[config.mk]
export PLATFORM = sky130hd
export DESIGN_NAME = alu_ctrl_flat
export DESIGN_NICKNAME = d
export VERILOG_FILES = /design/src/rtl/alu_pkg.sv /design/src/rtl/alu_ctrl_if.sv /design/src/rtl/alu.sv /design/src/rtl/alu_ctrl.sv /design/src/flat_wrapper.sv
export SDC_FILE = /design/constraint.sdc
export NUM_CORES = 1
export LEC_CHECK = 0
export BUFFER_PORTS_ARGS = -buffer_cell sky130_fd_sc_hd__buf_2
export CELL_PAD_IN_SITES_DETAIL_PLACEMENT = 1
export CELL_PAD_IN_SITES_GLOBAL_PLACEMENT = 1
export CORE_MARGIN = 2
export CORE_UTILIZATION = 41
export DETAILED_ROUTE_END_ITERATION = 10
export PLACE_DENSITY_LB_ADDON = 0.15
export SETUP_SLACK_MARGIN = 0.02
export SYNTH_ARGS = -nofsm -noshare
export SYNTH_HDL_FRONTEND = slang
export SYNTH_SLANG_ARGS = --single-unit
[constraint.sdc]
create_clock -name clk -period 2.55 [get_ports clk]
set_input_delay 0.51 -clock clk [delete_from_list [all_inputs] [get_ports clk]]
set_output_delay 0.51 -clock clk [all_outputs]
set_load 0.01 [all_outputs]
[src/rtl/alu_pkg.sv]
// Shared definitions for the ALU sequencer: function selects, controller states
// and the bit positions of the CVNZ flag nibble.
package alu_pkg;

    typedef enum logic [2:0] {
        FS_ADD = 3'b000,
        FS_SUB = 3'b001,
        FS_SHL = 3'b010,
        FS_SHR = 3'b011,
        FS_AND = 3'b100,
        FS_OR  = 3'b101
    } alu_fs_e;

    typedef enum logic [1:0] {
        IDLE = 2'd0,
        EXEC = 2'd1,
        RESP = 2'd2
    } ctrl_state_e;

    localparam int FLAG_C = 3;
    localparam int FLAG_V = 2;
    localparam int FLAG_N = 1;
    localparam int FLAG_Z = 0;

endpackage

[src/rtl/alu_ctrl_if.sv]
// Command, response, direct-write and debug-read signals between the
// instruction front-end (master) and the ALU sequencer (slave).
interface alu_ctrl_if;
    logic       cmd_valid;
    logic       cmd_ready;
    logic [2:0] cmd_fs;
    logic [1:0] cmd_rd;
    logic [1:0] cmd_ra;
    logic [1:0] cmd_rb;
    logic [3:0] cmd_cnt;
    logic       rsp_valid;
    logic       rsp_ready;
    logic [7:0] rsp_data;
    logic [3:0] rsp_flags;
    logic       wr_en;
    logic [1:0] wr_addr;
    logic [7:0] wr_data;
    logic [1:0] rd_addr;
    logic [7:0] rd_data;

    modport master (
        output cmd_valid, cmd_fs, cmd_rd, cmd_ra, cmd_rb, cmd_cnt,
        output rsp_ready, wr_en, wr_addr, wr_data, rd_addr,
        input  cmd_ready, rsp_valid, rsp_data, rsp_flags, rd_data
    );

    modport slave (
        input  cmd_valid, cmd_fs, cmd_rd, cmd_ra, cmd_rb, cmd_cnt,
        input  rsp_ready, wr_en, wr_addr, wr_data, rd_addr,
        output cmd_ready, rsp_valid, rsp_data, rsp_flags, rd_data
    );
endinterface

[src/rtl/alu.sv]
// Combinational 8-bit ALU. C is carry-out for ADD, not-borrow for SUB and the
// shifted-out bit for shifts; V is signed overflow for ADD/SUB, zero otherwise.
module alu
    import alu_pkg::*;
(
    input  logic [7:0] a,
    input  logic [7:0] b,
    input  logic [2:0] fs,
    output logic [7:0] y,
    output logic       c,
    output logic       v,
    output logic       n,
    output logic       z
);
    logic [8:0] sum;

    always_comb begin
        sum = '0;
        y   = '0;
        c   = 1'b0;
        v   = 1'b0;
        case (fs)
            FS_ADD: begin
                sum = {1'b0, a} + {1'b0, b};
                y   = sum[7:0];
                c   = sum[8];
                v   = (a[7] == b[7]) && (sum[7] != a[7]);
            end
            FS_SUB: begin
                sum = {1'b0, a} - {1'b0, b};
                y   = sum[7:0];
                c   = ~sum[8];
                v   = (a[7] != b[7]) && (sum[7] != a[7]);
            end
            FS_SHL: begin
                y = {a[6:0], 1'b0};
                c = a[7];
            end
            FS_SHR: begin
                y = {1'b0, a[7:1]};
                c = a[0];
            end
            FS_AND: y = a & b;
            FS_OR:  y = a | b;
            // unassigned selects pass operand A through with clear C/V
            default: y = a;
        endcase
        n = y[7];
        z = (y == 8'h00);
    end
endmodule

[src/rtl/alu_ctrl.sv]
// Multi-cycle ALU sequencer: owns the 4x8 register file and CVNZ flags, runs
// the selected function cnt+1 times with the result fed back as operand A.
//
//   state | meaning
//   IDLE  | ready for a command; direct register writes honoured
//   EXEC  | one ALU pass per cycle, counting cnt down to zero
//   RESP  | result and flags held on the response channel until accepted
module alu_ctrl
    import alu_pkg::*;
(
    input  logic      clk,
    input  logic      rst,
    alu_ctrl_if.slave bus
);
    ctrl_state_e state, state_nxt;

    logic [7:0] regs [4];
    logic [7:0] opa;
    logic [7:0] opb;
    logic [7:0] rsp_data_q;
    logic [2:0] fs;
    logic [1:0] rd;
    logic [3:0] cnt;
    logic [3:0] flags;

    logic [7:0] alu_y;
    logic       alu_c, alu_v, alu_n, alu_z;

    alu u_alu (
        .a  (opa),
        .b  (opb),
        .fs (fs),
        .y  (alu_y),
        .c  (alu_c),
        .v  (alu_v),
        .n  (alu_n),
        .z  (alu_z)
    );

    always_comb begin
        state_nxt = state;
        case (state)
            IDLE:    if (bus.cmd_valid) state_nxt = EXEC;
            EXEC:    if (cnt == 4'd0) state_nxt = RESP;
            RESP:    if (bus.rsp_ready) state_nxt = IDLE;
            default: state_nxt = IDLE;
        endcase
    end

    // Operand latch uses the pre-edge register values, so a direct write in
    // the same IDLE cycle as an accept lands without affecting the command.
    always_ff @(posedge clk) begin
        if (rst) begin
            state      <= IDLE;
            opa        <= '0;
            opb        <= '0;
            fs         <= '0;
            rd         <= '0;
            cnt        <= '0;
            flags      <= '0;
            rsp_data_q <= '0;
            for (int i = 0; i < 4; i++) regs[i] <= '0;
        end else begin
            state <= state_nxt;
            case (state)
                IDLE: begin
                    if (bus.cmd_valid) begin
                        opa <= regs[bus.cmd_ra];
                        opb <= regs[bus.cmd_rb];
                        fs  <= bus.cmd_fs;
                        rd  <= bus.cmd_rd;
                        cnt <= bus.cmd_cnt;
                    end
                    if (bus.wr_en) regs[bus.wr_addr] <= bus.wr_data;
                end
                EXEC: begin
                    if (cnt != 4'd0) begin
                        opa <= alu_y;
                        cnt <= cnt - 4'd1;
                    end else begin
                        regs[rd]      <= alu_y;
                        rsp_data_q    <= alu_y;
                        flags[FLAG_C] <= alu_c;
                        flags[FLAG_V] <= alu_v;
                        flags[FLAG_N] <= alu_n;
                        flags[FLAG_Z] <= alu_z;
                    end
                end
                default: ;
            endcase
        end
    end

    assign bus.cmd_ready = (state == IDLE);
    assign bus.rsp_valid = (state == RESP);
    assign bus.rsp_data  = rsp_data_q;
    assign bus.rsp_flags = flags;
    assign bus.rd_data   = regs[bus.rd_addr];

endmodule

[src/flat_wrapper.sv]
// flat-port wrapper written by rule: the top's interface ports become plain ports
module alu_ctrl_flat import alu_pkg::*;
  (clk, rst, bus_cmd_valid, bus_cmd_fs, bus_cmd_rd, bus_cmd_ra, bus_cmd_rb, bus_cmd_cnt, bus_rsp_ready, bus_wr_en, bus_wr_addr, bus_wr_data, bus_rd_addr, bus_cmd_ready, bus_rsp_valid, bus_rsp_data, bus_rsp_flags, bus_rd_data);
  alu_ctrl_if bus_i ();
  input  logic clk;
  input  logic rst;
  input wire logic [$bits(bus_i.cmd_valid)-1:0] bus_cmd_valid;
  input wire logic [$bits(bus_i.cmd_fs)-1:0] bus_cmd_fs;
  input wire logic [$bits(bus_i.cmd_rd)-1:0] bus_cmd_rd;
  input wire logic [$bits(bus_i.cmd_ra)-1:0] bus_cmd_ra;
  input wire logic [$bits(bus_i.cmd_rb)-1:0] bus_cmd_rb;
  input wire logic [$bits(bus_i.cmd_cnt)-1:0] bus_cmd_cnt;
  input wire logic [$bits(bus_i.rsp_ready)-1:0] bus_rsp_ready;
  input wire logic [$bits(bus_i.wr_en)-1:0] bus_wr_en;
  input wire logic [$bits(bus_i.wr_addr)-1:0] bus_wr_addr;
  input wire logic [$bits(bus_i.wr_data)-1:0] bus_wr_data;
  input wire logic [$bits(bus_i.rd_addr)-1:0] bus_rd_addr;
  output wire logic [$bits(bus_i.cmd_ready)-1:0] bus_cmd_ready;
  output wire logic [$bits(bus_i.rsp_valid)-1:0] bus_rsp_valid;
  output wire logic [$bits(bus_i.rsp_data)-1:0] bus_rsp_data;
  output wire logic [$bits(bus_i.rsp_flags)-1:0] bus_rsp_flags;
  output wire logic [$bits(bus_i.rd_data)-1:0] bus_rd_data;
  assign bus_i.cmd_valid = bus_cmd_valid;
  assign bus_i.cmd_fs = bus_cmd_fs;
  assign bus_i.cmd_rd = bus_cmd_rd;
  assign bus_i.cmd_ra = bus_cmd_ra;
  assign bus_i.cmd_rb = bus_cmd_rb;
  assign bus_i.cmd_cnt = bus_cmd_cnt;
  assign bus_i.rsp_ready = bus_rsp_ready;
  assign bus_i.wr_en = bus_wr_en;
  assign bus_i.wr_addr = bus_wr_addr;
  assign bus_i.wr_data = bus_wr_data;
  assign bus_i.rd_addr = bus_rd_addr;
  assign bus_cmd_ready = bus_i.cmd_ready;
  assign bus_rsp_valid = bus_i.rsp_valid;
  assign bus_rsp_data = bus_i.rsp_data;
  assign bus_rsp_flags = bus_i.rsp_flags;
  assign bus_rd_data = bus_i.rd_data;
  alu_ctrl u_core (.clk(clk), .rst(rst), .bus(bus_i));
endmodule
==> results.txt, run 1 <==
outcome = finished clean
clk slew on worst S/H paths = 0.07 ns
Tot GR Track Use = 25.86%
Worst EP required = 2.65 ns
Hold Path Class = primary input to register
max cap viols = 0
max-slew violations = 0
worst-path maximum fanout = 4
routability cong. = 0.8953
Period minus WS final = 2.505 ns
Slew @ Worst Pin = 0.7847 ns
Max clock buf depth = 2
Lkg Pwr = 0.002417 uW
number of flops mapped to enable cells by yosys = 32
internal power = 2945 uW
share of cells above drive strength 1 = 33.71%
DR vias = 4418
share of flip-flops with an asynchronous set or reset = 0%
Num CTS Buffers = 9
sequential-to-total area share from yosys stat = 35.89%
clock latency on the worst-skew pair = 0.35 ns
Syn Inst Count = 520
DR DRC count = 0
Net Sw Frac = 37.31%
cell-by-cell trace of the critical path = ha_2, fa_2, a211oi_2, nor2_1, a21o_1, buf_4, nand3_1, a32oi_4, a22oi_2, nor2_1
Comb power frac = 41.9%
Clk pwr share = 27.4%
clock root buffer master = clkbuf_16
CP startpoint kind = register
initial antenna violation count = 1
# H-tree levels = 3
Setup CP Type = register to register
worst path bufs/invs = 1
largest net degree at the start of global routing = 40
detailed-route wire length per cell = 21.40 um
first-pass GRT wire length = 25080 um
drt first pass iters = 5
synthesized cell area = 0.004797 mm2
DIE WIDTH = 112.2 um
CTS tree = yes
1st-iter DRT viols = 258
Overflow after GRT = 0
FP Rows = 39
Total Wirelength = 16200 um
Initial Util = 42.01%
worst setup margin = 0.04548 ns
kind of end point of the critical path = register
core area = 0.01142 mm2
Syn Nets = 579
register bit total from synthesis = 70
Avg Inst Size Synth = 9.225 um2
CP max stage delay = 0.40 ns
# diodes = 0
Slew Limit Headroom = 47.69%
dominant synthesized flop cell = dfxtp_1
# nets final = 668
RSZ-0062 raised after global routing = true
ranking of synthesized cells by area = edfxtp_1 (20%), dfxtp_1 (16%), mux4_2 (11%), ha_1 (7.0%), nand2_1 (5.1%)
vias in the first global route = 4655
total die area = 0.01258 mm2
cell taking the most area after synthesis = edfxtp_1
pre-CTS setup slack = -0.08618 ns
Reg power frac = 30.7%
cell mode on critical path = nor2_1
Final Hold Vio Count = 0
Power Density = 774.3 mW/mm2
hold buffer count at cts = 0
die height = 112.2 um
crit-path leading delay family = compound AO/OA/AOI/OAI gates
IO buf count = 51
P&R area growth vs syn = 26.47%
Sink Count = 70
Worst EP arrival = 2.60 ns
Fmax = 399.3 MHz
VDD IR max = 0.0005943 V
Detailed Place HPWL = 11660 um
Commonest cells post-synth = nand2_1 (65), nor2_1 (65), dfxtp_1 (38)
skew final = 0.01056 ns
fin crit share = 98.22%
worst hold slack = 0.3982 ns
Net Switching = 1753 uW
io pins = 52
Final Util = 53.13%
Routed Antenna Nets = 0
Max stage delay cell, worst path = fa_2
post-synth top area share = 20.03%
Worst R2R Setup Slack = 0.05 ns
setup TNS = 0 ns
Final Setup Violations = 0
distinct cell type count of the synthesized netlist = 65
warnings from Yosys = 0
Vias/cell = 5.836
-- layout by cell type (no fill, tap or decap), types with 4 or more instances in the layout --
master,count
a211oi_1,5
a21o_1,5
a21oi_1,30
a22oi_1,8
buf_2,51
buf_4,61
clkbuf_16,9
dfxtp_1,31
dfxtp_2,6
edfxtp_1,32
ha_1,20
ha_4,5
inv_1,27
mux4_2,24
nand2_1,65
nand2b_1,8
nand3_1,5
nor2_1,61
nor2_2,4
nor2b_1,14
nor3_1,8
o211ai_1,8
o21ai_0,21
o22ai_1,7
-- state kept, by name (all words and copies together) (netlist names) --
| register | flops |
|---|---|
| u_core.rd | 2 |
| u_core.opb | 8 |
| u_core.state | 2 |
| u_core.regs | 32 |
| u_core.cnt | 4 |
| u_core.bus.rsp_data | 7 |
| u_core.opa | 8 |
| u_core.bus.rsp_flags | 4 |
| u_core.fs | 3 |
-- through the flow --
stage	power, uW	instance area (um2)	std cells
3_5_place_dp	3173	5522	738
5_1_grt	4954	6067	757
2_1_floorplan	2500	4797	520
3_3_place_gp	3122	5522	738
6_report	4698	6067	757
4_1_cts	4510	5862	755
-- power by group through the flow --
stage          Combinational, uW  Sequential [uW]  Clock (uW)
6_report                    1970             1440        1290
3_3_place_gp                1680             1440           0
3_5_place_dp                1720             1460           0
5_1_grt                     2130             1460        1360
4_1_cts                     1770             1430        1310
2_1_floorplan               1060             1440           0
-- final timing paths --
path	depth (start not counted)	end	start
min reg2reg	2	u_core.bus.rsp_data[6]$_SDFFE_PP0P_	u_core.bus.rsp_data[6]$_SDFFE_PP0P_
max reg2reg	10	u_core.regs[0][6]$_SDFFCE_PN0P_	u_core.opb[0]$_SDFFE_PP0P_
min	3	u_core.fs[2]$_SDFFE_PP0P_	bus_cmd_fs[2]
max	10	u_core.regs[0][6]$_SDFFCE_PN0P_	u_core.opb[0]$_SDFFE_PP0P_
-- worst min-delay path: stages --
cell and delay [ns]:
buf_2 0.10, nand2_1 0.05, a21oi_1 0.05
-- repair_timing --
| action | 4_1_cts | 5_1_grt |
|---|---|---|
| buffers inserted | 1 | 2 |
| pin swaps | 5 | 19 |
| gates cloned | 0 | 0 |
| setup endpoints to repair | 27 | 55 |
| resized for setup | 13 | 37 |
-- layout make-up --
cell class | count | area [um2]
clock inverter | 6 | 70.07
multi-input combinational | 383 | 2995
tap | 143 | 178.9
sequential | 70 | 1733
inverter | 31 | 116.4
timing repair buffer | 114 | 744.5
clock buffer | 10 | 229.0
fill | 1308 | 5351
-- metal layers --
layer  share of wire, %  wire [um]  GRT usage, %
met1                 43       6968         33.26
met3                4.2        680         4.806
met4                1.7        282         8.780
met5                  0          0             0
met2                 51       8266         44.02
-- logic make-up (layout without fill, tap and decap cells) --
logic type / Yosys count / count (layout) / share of synthesized area, %
buffers and inverters: 67 / 161 / 6.129
multiplexers: 27 / 27 / 11.92
AO/OA/AOI/OAI: 132 / 132 / 19.04
XOR/XNOR: 6 / 6 / 1.096
adder cells (fa/ha/maj): 29 / 29 / 7.877
AND/OR/NAND/NOR: 189 / 189 / 18.05
flip-flops: 70 / 70 / 35.89
Power figures use the tool's default switching activity.
==> run 2, diff against run 1 <==
--- a/config.mk
+++ b/config.mk
@@ -6,10 +6,10 @@
 export NUM_CORES = 1
 export LEC_CHECK = 0
 export BUFFER_PORTS_ARGS = -buffer_cell sky130_fd_sc_hd__buf_2
-export CELL_PAD_IN_SITES_DETAIL_PLACEMENT = 1
-export CELL_PAD_IN_SITES_GLOBAL_PLACEMENT = 1
+export CELL_PAD_IN_SITES_DETAIL_PLACEMENT = 0
+export CELL_PAD_IN_SITES_GLOBAL_PLACEMENT = 2
 export CORE_MARGIN = 2
-export CORE_UTILIZATION = 41
+export CORE_UTILIZATION = 34
 export DETAILED_ROUTE_END_ITERATION = 10
 export PLACE_DENSITY_LB_ADDON = 0.15
 export SETUP_SLACK_MARGIN = 0.02
==> results.txt, run 2 (synthesized netlist as in run 1, its figures left out) <==
CP startpoint kind = register
DR DRC count = 0 (unchanged)
FP Rows = 43 (+10%)
worst hold slack = 0.4119 ns (+0.01366 ns)
Layout Cell Area excl Fill = 0.006083 mm2 (+0.27%)
Max stage delay cell, worst path = a2111oi_2
clock latency on the worst-skew pair = 0.34 ns (about the same)
Slew @ Worst Pin = 0.7832 ns (-0.001489 ns)
Lkg Pwr = 0.002438 uW (+0.88%)
Period minus WS final = 2.420 ns (-0.08501 ns)
Placed Area = 0.005600 mm2 (+1.4%)
die height = 122.8 um (+9.5%)
fin crit share = 94.88% (-3.3 points)
Largest register FFs = 32 (unchanged)
Routed Antenna Nets = 0 (unchanged)
CP startpoint = u_core.opa[2]$_SDFFE_PP0P_
largest net degree at the start of global routing = 22 (-45%)
Hold Path Class = primary input to register
Total Wirelength = 14740 um (-9.0%)
Final Hold Vio Count = 0 (unchanged)
Slew Limit Headroom = 47.79% (+0.099 points)
Vias/cell = 5.358 (-8.2%)
Initial Util = 34.69% (-7.3 points)
cell-by-cell trace of the critical path = buf_4, ha_2, buf_4, nand2b_1, o2111ai_1, a31o_2, a2111oi_2, nor4_1, nor3b_2, buf_4, nor2_1
largest register by flop count = u_core.regs
share of cells above drive strength 1 = 32.58% (-1.1 points)
RR Startpoint = u_core.opa[2]$_SDFFE_PP0P_
detailed-route wire length per cell = 18.43 um (-14%)
max-slew violations = 0 (unchanged)
1st-iter DRT viols = 339 (+31%)
kind of end point of the critical path = register
initial antenna violation count = 0 (-1)
DR vias = 4286 (-3.0%)
Detailed Place HPWL = 11260 um (-3.4%)
Tot GR Track Use = 20.39% (-5.5 points)
CP max stage delay = 0.38 ns (-0.02 ns)
Reg power frac = 31.1% (+0.4 points)
Worst EP arrival = 2.52 ns (-0.08 ns)
Clk pwr share = 27.7% (+0.3 points)
# diodes = 0 (unchanged)
total die area = 0.01507 mm2 (+20%)
most frequent cells in the layout = buf_4 (68), nand2_1 (65), nor2_1 (63)
cell mode on critical path = buf_4
Comb power frac = 41.2% (-0.7 points)
# nets final = 674 (+0.90%)
first-pass GRT wire length = 22550 um (-10%)
core area = 0.01383 mm2 (+21%)
IO buf count = 51 (unchanged)
Net Sw Frac = 36.13% (-1.2 points)
# H-tree levels = 3 (unchanged)
vias in the first global route = 4116 (-12%)
CTS tree = yes
Fillers = 1383 (+5.7%)
hold buffer count at cts = 0 (unchanged)
Worst R2R Setup Slack = 0.13 ns (+0.09 ns)
io pins = 52 (unchanged)
clock root buffer master = clkbuf_16
DIE WIDTH = 122.8 um (+9.5%)
routability cong. = 0.8844 (-1.2%)
Final Setup Violations = 0 (unchanged)
most common cell after layout, fill and taps aside = buf_4
Net Switching = 1653 uW (-5.7%)
drt first pass iters = 5 (unchanged)
Final Util = 44.00% (-9.1 points)
skew final = 0.007099 ns (-0.003461 ns)
max cap viols = 0 (unchanged)
outcome = finished clean
Overflow after GRT = 0 (unchanged)
VDD IR max = 0.0003707 V (-38%)
total power = 4576 uW (-2.6%)
internal power = 2923 uW (-0.76%)
P&R area growth vs syn = 26.81%
Setup CP Type = register to register
Max clock buf depth = 2 (unchanged)
clk slew on worst S/H paths = 0.06 ns (about the same)
min-delay src = bus_cmd_fs[1]
Power Density = 752.2 mW/mm2 (-2.9%)
Worst EP required = 2.65 ns (about the same)
Fmax = 413.3 MHz (+3.5%)
worst-path maximum fanout = 4 (unchanged)
Sink Count = 70 (unchanged)
Num CTS Buffers = 9 (unchanged)
Largest regs = u_core.regs (32), u_core.opa (8), u_core.opb (8)
-- run 2: per-layer routing --
metal  track usage [%]  up-vias  part of all wire (%)
li1                  -     2081                     -
met1             27.17     2088                    46
met2             33.49       97                    49
met3             3.903       20                   4.0
met4             6.178        0                   1.6
met5                 0        -                     0
-- run 2: critical path, delay by kind of cell (launching register included) --
kind / cells / cell delay, ns
AOI/OAI and AO/OA: 3 / 0.82
adders and majority gates: 1 / 0.18
buffers and inverters: 3 / 0.40
DFF: 1 / 0.34
and+or+nand+nor: 4 / 0.44
-- run 2: power groups by stage --
| stage | clock network, uW | registers [uW] | logic, uW |
|---|---|---|---|
| after floorplan | 0 | 1440 | 1060 |
| after global placement | 0 | 1430 | 1750 |
| after detailed placement | 0 | 1440 | 1740 |
| after CTS | 1290 | 1420 | 1800 |
| after global routing | 1340 | 1440 | 2070 |
| final | 1270 | 1420 | 1890 |
-- run 2: cell type report --
class                   count  area (um2)  area share [%]
well taps                 180       225.2           3.702
clock inverters             7       72.57           1.193
clock buffers               9       225.2           3.702
flip-flops and latches     70        1724           28.34
repair buffers            120       777.0           12.77
multi-input cells         383        2943           48.38
inverters                  31       116.4           1.913
-- run 2: worst paths after layout --
kind / endpoint / depth (start not counted)
min reg2reg: u_core.bus.rsp_data[0]$_SDFFE_PP0P_ / 2
min: u_core.fs[1]$_SDFFE_PP0P_ / 3
max reg2reg: u_core.regs[1][7]$_SDFFCE_PN0P_ / 11
max: u_core.regs[1][7]$_SDFFCE_PN0P_ / 11
-- run 2: stage by stage --
stage	setup TNS, ns	worst slack [ns]	cells
after detailed placement	-0.5754	-0.1179	781
after global routing	-0.003039	-0.003039	800
after global placement	-0.3022	-0.05761	781
after floorplan	0	0.1009	520
final	0	0.1305	800
after CTS	0	0.02493	800
-- run 2: repair_timing --
item | CTS | global route
gates resized for setup | 9 | 27
buffers inserted | 3 | 0
endpoints found under the setup margin | 23 | 28
cloned | 0 | 0
pin swaps | 5 | 17
==> run 3, diff against run 2 <==
--- a/config.mk
+++ b/config.mk
@@ -12,7 +12,7 @@
 export CORE_UTILIZATION = 34
 export DETAILED_ROUTE_END_ITERATION = 10
 export PLACE_DENSITY_LB_ADDON = 0.15
-export SETUP_SLACK_MARGIN = 0.02
+export SETUP_SLACK_MARGIN = 0.3
 export SYNTH_ARGS = -nofsm -noshare
 export SYNTH_HDL_FRONTEND = slang
 export SYNTH_SLANG_ARGS = --single-unit
==> results.txt, run 3 (synthesized netlist as in run 1, its figures left out) <==
Slew @ Worst Pin = 0.7383 ns (-0.04486 ns)
hold buffer count at cts = 0 (unchanged)
Final Setup Violations = 0 (unchanged)
Worst EP arrival = 2.75 ns (+0.23 ns)
core area = 0.01383 mm2 (unchanged)
Worst EP required = 2.81 ns (+0.16 ns)
pre-CTS setup slack = -0.1008 ns (+0.01715 ns)
total die area = 0.01507 mm2 (unchanged)
Lkg Pwr = 0.002540 uW (+4.2%)
total power = 4914 uW (+7.4%)
Sink Count = 70 (unchanged)
RSZ-0062 raised after global routing = true
DR vias = 4271 (-0.35%)
die height = 122.8 um (unchanged)
1st-iter DRT viols = 273 (-19%)
Hold Path Class = primary input to register
Final Hold Vio Count = 0 (unchanged)
Tot GR Track Use = 21.30% (+0.91 points)
first-pass GRT wire length = 23720 um (+5.2%)
worst setup margin = 0.05335 ns (-0.07714 ns)
Largest register FFs = 32 (unchanged)
Detailed Place HPWL = 11610 um (+3.0%)
# H-tree levels = 3 (unchanged)
vias in the first global route = 4238 (+3.0%)
max cap viols = 0 (unchanged)
Period minus WS final = 2.497 ns (+0.07714 ns)
clk slew on worst S/H paths = 0.06 ns (about the same)
outcome = finished clean
Max clock buf depth = 2 (unchanged)
CP startpoint kind = register
DIE WIDTH = 122.8 um (unchanged)
Setup CP Type = register to register
# nets final = 680 (+0.89%)
DR DRC count = 0 (unchanged)
VDD IR max = 0.0005312 V (+43%)
# diodes = 0 (unchanged)
worst-path maximum fanout = 4 (unchanged)
most frequent cells in the layout = buf_4 (66), nor2_1 (63), nand2_1 (61)
Num CTS Buffers = 9 (unchanged)
Overflow after GRT = 0 (unchanged)
Slew Limit Headroom = 50.78% (+3.0 points)
max-slew violations = 0 (unchanged)
skew final = 0.006683 ns (-0.0004159 ns)
io pins = 52 (unchanged)
Routed Antenna Nets = 0 (unchanged)
P&R area growth vs syn = 33.23%
routability cong. = 0.8651 (-2.2%)
clock latency on the worst-skew pair = 0.34 ns (about the same)
detailed-route wire length per cell = 19.27 um (+4.6%)
Initial Util = 34.69% (unchanged)
initial antenna violation count = 0 (unchanged)
largest net degree at the start of global routing = 34 (+55%)
Vias/cell = 5.299 (-1.1%)
Placed Area = 0.005667 mm2 (+1.2%)
Total Wirelength = 15530 um (+5.3%)
Fmax = 400.5 MHz (-3.1%)
Power Density = 769.0 mW/mm2 (+2.2%)
fin crit share = 97.91% (+3.0 points)
drt first pass iters = 5 (unchanged)
FP Rows = 43 (unchanged)
IO buf count = 51 (unchanged)
most common cell after layout, fill and taps aside = buf_4
Largest regs = u_core.regs (32), u_core.opa (8), u_core.opb (8)
worst hold slack = 0.4150 ns (+0.003092 ns)
largest register by flop count = u_core.regs
share of cells above drive strength 1 = 38.66% (+6.1 points)
clock root buffer master = clkbuf_16
setup TNS = 0 ns (unchanged)
kind of end point of the critical path = register
Layout Cell Area excl Fill = 0.006391 mm2 (+5.1%)
CTS tree = yes
[run 3: changes by cell type in the layout (fill, tap and decap cells not counted), moves of 4 or more]
cell,before,now
buf_6,1,7
dfxtp_1,36,29
dfxtp_4,0,4
nand2_1,65,61
nand2_2,0,4
nor2b_1,14,10
[run 3: path summary, 6_finish.rpt]
path	slack (ns)	cells after the start	startpoint	end
setup / recovery	0.05	11	u_core.opa[0]$_SDFFE_PP0P_	u_core.opa[6]$_SDFFE_PP0P_
hold / removal	0.41	3	bus_cmd_fs[2]	u_core.fs[2]$_SDFFE_PP0P_
setup reg to reg	0.05	11	u_core.opa[0]$_SDFFE_PP0P_	u_core.opa[6]$_SDFFE_PP0P_
hold reg to reg	0.46	2	u_core.bus.rsp_data[0]$_SDFFE_PP0P_	u_core.bus.rsp_data[0]$_SDFFE_PP0P_
[run 3: critical path: stages, from the launching register on]
cell	delay, ns
dfxtp_4	0.37
inv_1	0.06
ha_2	0.20
fa_2	0.37
o21bai_1	0.19
a21oi_2	0.10
o31a_1	0.24
o32a_1	0.17
a32oi_2	0.26
buf_4	0.18
nand2_2	0.05
a311oi_2	0.22
[run 3: where the power goes]
group	internal (uW)	total, uW	switching, uW
registers	1330	1440	115
clock network	869	1400	532
logic	966	2070	1100
[run 3: per-layer routing]
layer / vias up / part of all wire [%] / track usage, % / wire (um)
li1: 2090 / - / - / -
met1: 2077 / 46 / 28.18 / 7083
met2: 86 / 48 / 35.08 / 7525
met3: 18 / 4.0 / 4.043 / 614
met4: 0 / 2.0 / 6.825 / 306
met5: - / 0 / 0 / 0
[run 3: stage by stage]
| stage | utilization [%] | cells |
|---|---|---|
| 3_5_place_dp | 40.98 | 779 |
| 3_3_place_gp | 40.98 | 779 |
| 2_1_floorplan | - | 520 |
| 5_1_grt | 46.22 | 806 |
| 4_1_cts | 44.97 | 802 |
| 6_report | 46.22 | 806 |
[run 3: cell type report]
cell class	count	area [um2]
inverters	31	125.1
repair buffers	126	869.6
clock buffers	9	225.2
fillers	1323	7436
well taps	180	225.2
multi-input cells	383	3100
clock inverters	7	102.6
flip-flops and latches	70	1743
[run 3: timing repair]
item,in CTS,in global routing
endpoints found under the setup margin,54,50
gates cloned,0,0
buffers inserted,7,4
resized for setup,33,34
pin swaps,32,21
